File: src/rtl/mult_vl_pkg.sv
// Shared types and constants for the multiplier-sharing arbiter.
package mult_vl_pkg;

    localparam int unsigned MULT_W      = 32;
    localparam int unsigned PROD_W      = 64;
    localparam int unsigned DEF_TIMEOUT = 40;

    typedef enum logic [1:0] {
        IDLE = 2'd0,
        RUN  = 2'd1,
        RESP = 2'd2
    } state_t;

    // Response payload held stable while waiting for the consumer.
    typedef struct packed {
        logic              err;
        logic [PROD_W-1:0] prodt;
    } rsp_data_t;

endpackage

File: src/rtl/rr_arbiter.sv
// Combinational round-robin arbiter: first requester at or after rr_ptr wins.
module rr_arbiter #(
    parameter int unsigned NUM_REQ = 4,
    parameter int unsigned ID_W    = $clog2(NUM_REQ)
) (
    input  logic [NUM_REQ-1:0] req,
    input  logic [ID_W-1:0]    rr_ptr,
    input  logic               enable,
    output logic [NUM_REQ-1:0] gnt,
    output logic [ID_W-1:0]    gnt_idx
);

    logic [ID_W-1:0] cand;
    logic            found;

    // Scan from rr_ptr upward with wrap-around, keep the first hit.
    always_comb begin
        gnt     = '0;
        gnt_idx = '0;
        cand    = '0;
        found   = 1'b0;
        for (int unsigned k = 0; k < NUM_REQ; k++) begin
            cand = ID_W'((32'(rr_ptr) + k) % NUM_REQ);
            if (enable && !found && req[cand]) begin
                gnt[cand] = 1'b1;
                gnt_idx   = cand;
                found     = 1'b1;
            end
        end
    end

endmodule

File: src/rtl/mult_vl_arbiter.sv
// Shares one variable-latency multiplier among NUM_REQ requesters with a watchdog.
module mult_vl_arbiter
    import mult_vl_pkg::*;
#(
    parameter int unsigned NUM_REQ = 4,
    parameter int unsigned ID_W    = 2,
    parameter int unsigned TIMEOUT = DEF_TIMEOUT
) (
    input  logic                      clock,
    input  logic                      reset,
    input  logic [NUM_REQ-1:0]        req_valid,
    output logic [NUM_REQ-1:0]        req_ready,
    input  logic [NUM_REQ*MULT_W-1:0] req_mlier,
    input  logic [NUM_REQ*MULT_W-1:0] req_mcand,
    output logic                      rsp_valid,
    input  logic                      rsp_ready,
    output logic [ID_W-1:0]           rsp_id,
    output logic [PROD_W-1:0]         rsp_prodt,
    output logic                      rsp_err,
    output logic                      m_start,
    output logic [MULT_W-1:0]         m_mlier,
    output logic [MULT_W-1:0]         m_mcand,
    input  logic [PROD_W-1:0]         m_prodt,
    input  logic                      m_valid,
    output logic                      busy
);

    localparam int unsigned WD_W = $clog2(TIMEOUT + 1);

    state_t              state;
    state_t              state_nxt;
    logic [ID_W-1:0]     rr_ptr;
    logic [ID_W-1:0]     arb_idx;
    logic [NUM_REQ-1:0]  arb_gnt;
    logic                arb_any;
    logic                accept;
    logic                done_ok;
    logic                done_to;
    logic [WD_W-1:0]     wdog;
    logic [MULT_W-1:0]   mlier_a [NUM_REQ];
    logic [MULT_W-1:0]   mcand_a [NUM_REQ];
    rsp_data_t           rsp_q;

    // Unpack the flat operand buses into per-requester words.
    for (genvar g = 0; g < NUM_REQ; g++) begin : g_unpack
        assign mlier_a[g] = req_mlier[MULT_W*g +: MULT_W];
        assign mcand_a[g] = req_mcand[MULT_W*g +: MULT_W];
    end

    rr_arbiter #(
        .NUM_REQ (NUM_REQ),
        .ID_W    (ID_W)
    ) u_rr_arbiter (
        .req     (req_valid),
        .rr_ptr  (rr_ptr),
        .enable  (state == IDLE),
        .gnt     (arb_gnt),
        .gnt_idx (arb_idx)
    );

    // Grant is only offered in IDLE; the handshake completes in that cycle.
    assign arb_any   = |arb_gnt;
    assign req_ready = arb_gnt;
    assign rsp_prodt = rsp_q.prodt;
    assign rsp_err   = rsp_q.err;

    // State register.
    always_ff @(posedge clock or posedge reset) begin
        if (reset) begin
            state <= IDLE;
        end else begin
            state <= state_nxt;
        end
    end

    // Next-state logic; a multiplier result beats a simultaneous timeout.
    always_comb begin
        state_nxt = state;
        accept    = 1'b0;
        done_ok   = 1'b0;
        done_to   = 1'b0;
        case (state)
            IDLE: begin
                if (arb_any) begin
                    accept    = 1'b1;
                    state_nxt = RUN;
                end
            end
            RUN: begin
                if (m_valid) begin
                    done_ok   = 1'b1;
                    state_nxt = RESP;
                end else if (wdog == WD_W'(TIMEOUT - 1)) begin
                    done_to   = 1'b1;
                    state_nxt = RESP;
                end
            end
            RESP: begin
                if (rsp_ready) begin
                    state_nxt = IDLE;
                end
            end
            default: state_nxt = IDLE;
        endcase
    end

    // Operand, pointer, watchdog and response registers.
    always_ff @(posedge clock or posedge reset) begin
        if (reset) begin
            rr_ptr    <= '0;
            wdog      <= '0;
            m_start   <= 1'b0;
            m_mlier   <= '0;
            m_mcand   <= '0;
            rsp_valid <= 1'b0;
            rsp_id    <= '0;
            rsp_q     <= '0;
            busy      <= 1'b0;
        end else begin
            m_start   <= (state_nxt == RUN);
            rsp_valid <= (state_nxt == RESP);
            busy      <= (state_nxt != IDLE);
            if (accept) begin
                m_mlier <= mlier_a[arb_idx];
                m_mcand <= mcand_a[arb_idx];
                rsp_id  <= arb_idx;
                wdog    <= '0;
                rr_ptr  <= (arb_idx == ID_W'(NUM_REQ - 1)) ? '0 : arb_idx + ID_W'(1);
            end else if (state == RUN) begin
                wdog <= wdog + WD_W'(1);
            end
            if (done_ok) begin
                rsp_q.prodt <= m_prodt;
                rsp_q.err   <= 1'b0;
            end else if (done_to) begin
                rsp_q.prodt <= '0;
                rsp_q.err   <= 1'b1;
            end
        end
    end

endmodule

File: config.mk
export PLATFORM = sky130hd
export DESIGN_NAME = mult_vl_arbiter
export DESIGN_NICKNAME = d
export VERILOG_FILES = /design/src/rtl/mult_vl_pkg.sv /design/src/rtl/rr_arbiter.sv /design/src/rtl/mult_vl_arbiter.sv
export SDC_FILE = /design/constraint.sdc
export NUM_CORES = 1
export LEC_CHECK = 0
export BUFFER_PORTS_ARGS = -buffer_cell sky130_fd_sc_hd__buf_4
export CAP_MARGIN = 25
export CORE_AREA = 3 3 180 182
export CTS_BUF_LIST = sky130_fd_sc_hd__clkbuf_16
export CTS_CLUSTER_SIZE = 24
export DETAILED_ROUTE_END_ITERATION = 16
export DIE_AREA = 0 0 183 185
export PLACE_DENSITY = 0.46
export RECOVER_POWER = 50
export SLEW_MARGIN = 15
export SYNTH_ARGS = -nofsm -noshare
export SYNTH_HDL_FRONTEND = slang
export SYNTH_SLANG_ARGS = --single-unit
File: constraint.sdc
create_clock -name clock -period 14 [get_ports clock]
set_clock_uncertainty 0.15 [all_clocks]
set_input_delay 2.1 -clock clock [delete_from_list [all_inputs] [get_ports clock]]
set_output_delay 2.1 -clock clock [all_outputs]
set_load 0.05 [all_outputs]
==> results of run 1 <==
## worst register-to-register path, delay by kind of cell, from the launching register on
family	cells	cell delay, ns
AND/OR/NAND/NOR	2	0.88
multiplexers	2	1.20
flip-flops	1	0.68
AO/OA/AOI/OAI	2	0.39
adder cells (fa/ha/maj)	1	0.42
buffers and inverters	2	1.04
## power by group
part,switching (W),internal (W),leakage [nW]
Sequential,0.000120,0.000631,1.75
Combinational,0.00130,0.000820,3.19
Clock,0.000216,0.000273,0.297
Total,0.00164,0.00172,5.24
## sequential cells by signal, indices dropped and copies added (netlist names), named ones only
| register | count |
|---|---|
| busy | 1 |
| rsp_valid | 1 |
| m_mcand | 32 |
| rr_ptr | 1 |
| state | 2 |
| wdog | 6 |
| m_mlier | 32 |
| m_start | 1 |
| rsp_id | 2 |
| rsp_prodt | 64 |
| rsp_err | 1 |
## layout make-up
cell class / count / area (sq um) / share of cell area (%)
timing repair buffer: 473 / 3328 / 28.87
clock buffer: 17 / 425.4 / 3.690
sequential: 144 / 3603 / 31.25
multi-input combinational: 289 / 3463 / 30.04
inverter: 5 / 20.02 / 0.1736
clock inverter: 15 / 193.9 / 1.682
tap: 396 / 495.5 / 4.297
## path summary, 6_finish.rpt
check / start / to / slack, ns / cells past startpoint
setup / recovery: req_valid[1] / req_ready[2] / 7.70 / 6
hold / removal: wdog[5] / wdog[5] / 0.33 / 1
setup reg to reg: flop / m_mlier[14] / 9.13 / 9
hold reg to reg: wdog[5] / wdog[5] / 0.33 / 1
max in group asynchronous: reset / rsp_prodt[17] / 8.79 / 3
min in group asynchronous: reset / rsp_prodt[36] / 2.70 / 2
## routing by layer
metal | share of wire, % | global-route usage, % | wire, um | vias to the layer above
met4 | 2.1 | 5.119 | 610 | 2
met1 | 37 | 19.14 | 10830 | 3167
li1 | - | - | - | 2792
met3 | 7.2 | 4.537 | 2103 | 29
met5 | 0.069 | 0 | 20 | -
met2 | 53 | 29.47 | 15450 | 270
## per-stage QoR
stage | std cells | cell area, sq um | total power [W]
after floorplan | 479 | 7244 | 0.002336
after global placement | 1305 | 11120 | 0.002962
after detailed placement | 1306 | 11150 | 0.002984
after CTS | 1338 | 11770 | 0.003489
after global routing | 1339 | 11530 | 0.003551
final | 1339 | 11530 | 0.003362
## logic make-up after synthesis
logic type,Yosys count,synth area share (%)
xor gates and xnor gates,2,0.2418
muxes,137,31.83
buffers and inverters,46,2.763
and+or+nand+nor,49,3.575
AOI/OAI and AO/OA,92,10.29
adders and majority gates,9,1.554
DFF,144,49.74
## cells in the final DEF, fill, tap and decap left out, drive strengths merged
master / count
or2: 1
a22oi: 1
o32a: 1
a21boi: 1
and2: 3
and3: 1
a221oi: 1
mux2i: 2
a221o: 4
nand2b: 1
clkinvlp: 3
nor4: 1
dfrtp: 144
o211ai: 1
mux4: 68
inv: 12
o21a: 1
xnor2: 2
clkinv: 3
nand3: 7
nand2: 16
a31o: 1
clkbuf: 89
bufinv: 2
mux2: 67
a21oi: 9
a22o: 64
nor2b: 4
nor2: 8
o21ai: 6
a31oi: 2
ha: 9
buf: 401
nand3b: 4
nor3b: 2
nor3: 1
==> metrics, run 1 <==
Final ANT Viol Nets=0; Seq/Total Area, Yosys=approximately 50%; Hold Crit Class=reg2reg; startpoint types=input pin; Die ar.=around 0.034 sq mm; Max-Cap Viols=3; CTS max path bufs=2; Final Hold Fails=0; hold_buf cts=0; failing checks=capacitance limit, slew limit; setup TNS=0 ns; period utilization=44.98%; pre-CTS WS=between 7 and 8 ns; Nets=~1300; CTS tree=yes; Initial Util=about a quarter; post-CTS resize count=0; Port Buffers=approximately 470; iteration-0 DRC count of the detailed router=~270; worst endpoint required time=about 12 ns; CTS Sinks=~140; number of fill cells=between 3000 and 4000; clk_lat worst skew=approximately 0.42 ns; Num CTS Buffers=17; Avg Cell Area, Syn=15.12 sq um; asr flop ratio synth=100.0%; final WL=approximately 29 mm; vias=roughly 6300; top-area cell type share of the netlist area=49.74%; sequence of cells on the critical path=buf_4 -> mux4_2 -> nor2b_1 -> nor3b_1 -> a221o_1 -> buf_4; number of synthesized flops with an enable pin=0; Pins Over Slew Limit=between 200 and 250; fmax=approximately 0.16 GHz; Root Driver=clkbuf_16; PwrDens=roughly 290 mW/mm^2; VDD IR max=0.0001382 V; most instantiated library cell after synthesis=dfrtp_1; hold slack=~0.33 ns; cell taking the most area after synthesis=dfrtp_1; Critical Path Sink Type=primary output; leakage power=around 5.2 nW; Detailed Place HPWL=between 20 and 25 mm; status=finished, violations left; maximum number of pins on one net before global-route repair=84; Tmin final=6.297 ns; prevailing post-synth register cell=dfrtp_1; share of cells above drive strength 1=60.23%; Post-Syn Area=a little over 0.007 sq mm; routed wire length per instance=~22 um; Setup WS post-layout=7.703 ns; Buffers & Inverters on Critical Path=2; CP delay by family, top=simple AND/OR/NAND/NOR gates; worst-path fanout max=5; first-pass GRT wire length=about 42 mm; # IOs=approximately 470; DIE HEIGHT=around 190 um; relative slew slack=-164.7%; unrepaired setup endpoints after global routing=no; worst path arrival time=between 4 and 5 ns; Post-CTS Setup Bufs=0; Synth top cells by count=dfrtp_1, mux4_2, a22o_1; Remaining DRCs=0; Yosys cell types=36; Final setup viols=0; post-synthesis cell count=479; register clock-pin slew on the reported worst setup and hold paths=roughly 0.06 ns; Layout area overhead=59.15%; total global-route track usage=between 10% and 20%; Warnings, synthesis=0; FF+latch count, synth=144; Via density=4.675; syn nets=approximately 820; cell mode on critical path=buf_4; CP Class=in2out; Util after Layout=37.50%; vias in the first global route=approximately 6700; diode count=0; # rows=64; drt pass-1 iters=4; Slew @ Worst Pin=between 3 and 4 ns; die width=about 180 um; core area=around 0.031 sq mm; total gr overflow=0; highest-delay cell along the critical path=nor3b_1; H-tree level count=4; slowest stage delay, CP=about 0.55 ns; Area contributors post-synth=dfrtp_1, mux4_2, mux2_2; GP Congestion=approximately 0.77; initial antenna violation count=1
No activity file was read; power rests on OpenSTA's default activity.
==> run 2: changes to the inputs <==
--- a/config.mk
+++ b/config.mk
@@ -7,12 +7,12 @@
 export LEC_CHECK = 0
 export BUFFER_PORTS_ARGS = -buffer_cell sky130_fd_sc_hd__buf_4
 export CAP_MARGIN = 25
-export CORE_AREA = 3 3 180 182
+export CORE_AREA = 3 3 182 184
 export CTS_BUF_LIST = sky130_fd_sc_hd__clkbuf_16
 export CTS_CLUSTER_SIZE = 24
 export DETAILED_ROUTE_END_ITERATION = 16
-export DIE_AREA = 0 0 183 185
-export PLACE_DENSITY = 0.46
+export DIE_AREA = 0 0 185 187
+export PLACE_DENSITY = 0.47
 export RECOVER_POWER = 50
 export SLEW_MARGIN = 15
 export SYNTH_ARGS = -nofsm -noshare
==> constraint.sdc (replaced) <==
create_clock -name clock -period 5.63 [get_ports clock]
set_clock_uncertainty 0.15 [all_clocks]
set_input_delay 0.8445 -clock clock [delete_from_list [all_inputs] [get_ports clock]]
set_output_delay 0.8445 -clock clock [all_outputs]
set_load 0.05 [all_outputs]
==> run 2 against run 1 <==
Highest routed layer unchanged. Sequential power up 150%. Utilization decreased by 0.95 points. Non-clock buffer count unchanged. Clock power up 140%. Worst setup slack got worse by 6.5 ns. First-iteration DRC count is 7.7% lower. The run still ends with capacitance limit, slew limit left. Combinational power is 150% higher. Count of clock-buffer cells in the layout stayed put. Critical endpoint unchanged.
==> metrics, run 2 (synthesis gave the netlist of run 1 again) <==
CTS tree=yes; GP Congestion=0.8464 (+11%); Post-CTS Setup Bufs=0 (unchanged); Final setup viols=0 (unchanged); H-tree level count=4 (unchanged); P_sw=0.004054 W (+150%); maximum number of pins on one net before global-route repair=76 (-9.5%); total global-route track usage=14.95% (-1.5 points); CP delay by family, top=flip-flops; unrepaired setup endpoints after global routing=no; r2r setup slk=1.45 ns (-7.68 ns); setup TNS=0 ns (unchanged); fin cells=1345 (+0.45%); # rows=65 (+1.6%); sequential share of power=22.6% (+0.3 points); drt pass-1 iters=4 (unchanged); Tmin final=around 4.4 ns; post-CTS resize count=0 (unchanged); Final Hold Fails=0 (unchanged); Remaining DRCs=0 (unchanged); Via density=4.528 (-3.1%); # IOs=466 (unchanged); Sw Ratio=48.98% (+0.29 points); Buffers & Inverters on Critical Path=2 (unchanged); worst path arrival time=3.42 ns (-0.63 ns); highest-delay cell along the critical path=dfrtp_1; max reg flops=64 (unchanged); register clock-pin slew on the reported worst setup and hold paths=0.07 ns (about the same); die width=185 um (+1.1%); power share of the clock group=14.3% (-0.3 points); fmax=around 0.23 GHz; relative slew slack=-136.6% (+28 points); Die ar.=0.03460 sq mm (+2.2%); worst-path fanout max=14 (+9); startpoint types=flop; met3 Use GR=4.415% (-0.12 points); failing checks=capacitance limit, slew limit; slowest stage delay, CP=0.68 ns (+0.13 ns); Register Area=0.003603 sq mm (unchanged); CTS max path bufs=2 (unchanged); Hold Crit Class=reg2reg; period utilization=between 70 and 80%; Nets=1267 (unchanged); met2 GRT Util=27.19% (-2.3 points); iteration-0 DRC count of the detailed router=250 (-7.7%); CP Class=reg2out; Hold Crit Start=wdog[5]; Comb power frac=63.2% (about the same); Port Buffers=465 (unchanged); Critical Path Sink Type=primary output; total chip power=0.008276 W (+150%); met1 Track Usage GR=16.88% (-2.3 points); share of cells above drive strength 1=60.66% (+0.42 points); Layout area overhead=59.17% (about the same); first-pass GRT wire length=39.57 mm (-5.7%); diode count=0 (unchanged); Final ANT Viol Nets=0 (unchanged); Pins Over Slew Limit=75 (-65%); status=finished, violations left; Detailed Place HPWL=20.85 mm (-5.8%); most common cell after layout, fill and taps aside=buf_4; routed wire length per instance=20.08 um (-7.3%); worst endpoint required time=4.64 ns (-7.11 ns); internal power=0.004222 W (+140%); Root Driver=clkbuf_16; core area=0.03156 sq mm (+2.6%); Initial Util=22.96% (-0.60 points); vias=6090 (-2.7%); final WL=27.01 mm (-6.9%); DIE HEIGHT=187 um (+1.1%); area of the multi-input gates=0.003461 sq mm (about the same); vias in the first global route=6653 (-1.1%); VDD IR max=0.0004292 V (+210%); leakage power=5.249 nW (+0.19%); PwrDens=717.7 mW/mm^2 (+150%); sequence of cells on the critical path=inv_1 -> ha_1 -> mux4_2 -> nor3b_1 -> a221o_1 -> buf_4; grt peak-use layer=met2; Slew @ Worst Pin=3.530 ns (-0.4187 ns); total gr overflow=0 (unchanged); initial antenna violation count=1 (unchanged); Max-Cap Viols=1 (-2); commonest cells after routing, fill and taps aside=buf_4, dfrtp_1, mux4_2; clk_lat worst skew=0.42 ns (about the same); hold_buf cts=0 (unchanged); number of fill cells=3156 (+0.64%); Cells after DPL=1313 (+0.54%); Num CTS Buffers=17 (unchanged); CTS Sinks=144 (unchanged)
-- run 2: cell count changes in the layout (fill, tap and decap cells not counted), sizes merged --
cell      delta
clkinvlp     -1
bufinv       -1
clkbuf       -4
inv          +2
buf          +4
-- run 2: final timing paths --
check,endpoint,cells after the start
hold / removal,wdog[5],1
setup reg to reg,m_mcand[22],9
setup / recovery,req_ready[2],6
hold reg to reg,wdog[5],1
max in group asynchronous,wdog[1],2
min in group asynchronous,m_mlier[5],2
-- run 2: final cells by class --
| cell class | count | share of cell area, % |
|---|---|---|
| Clock buffer | 17 | 3.689 |
| Clock inverter | 15 | 1.573 |
| Inverter | 5 | 0.1736 |
| Multi-Input combinational cell | 289 | 30.01 |
| Sequential cell | 144 | 31.25 |
| Tap cell | 402 | 4.362 |
| Timing Repair Buffer | 473 | 28.94 |
-- run 2: per-layer routing --
| layer | part of all wire (%) | vias to the layer above |
|---|---|---|
| li1 | - | 2794 |
| met1 | 38 | 2998 |
| met2 | 53 | 274 |
| met3 | 7.8 | 22 |
| met4 | 1.5 | 2 |
| met5 | 0.026 | - |
-- run 2: metrics by stage --
step | utilization, % | hold slack (ns) | cell area (sq um) | setup WS (ns)
after detailed placement | 35.44 | 0.3310 | 11180 | 1.468
after floorplan | - | 0.2996 | 7244 | 0.7692
after global placement | 35.44 | 0.3256 | 11180 | 1.583
final | 36.54 | 0.3378 | 11530 | 1.217
after global routing | 36.54 | 0.3642 | 11530 | 0.9630
after CTS | 37.36 | 0.3415 | 11790 | 1.180
-- run 2: power by group through the flow --
stage	registers [W]	clock network, W	logic [W]
after global routing	0.00194	0.00127	0.00553
final	0.00187	0.00118	0.00523
after detailed placement	0.00188	0	0.00554
after global placement	0.00189	0	0.00552
after CTS	0.00188	0.00123	0.00554
after floorplan	0.00348	0	0.00232
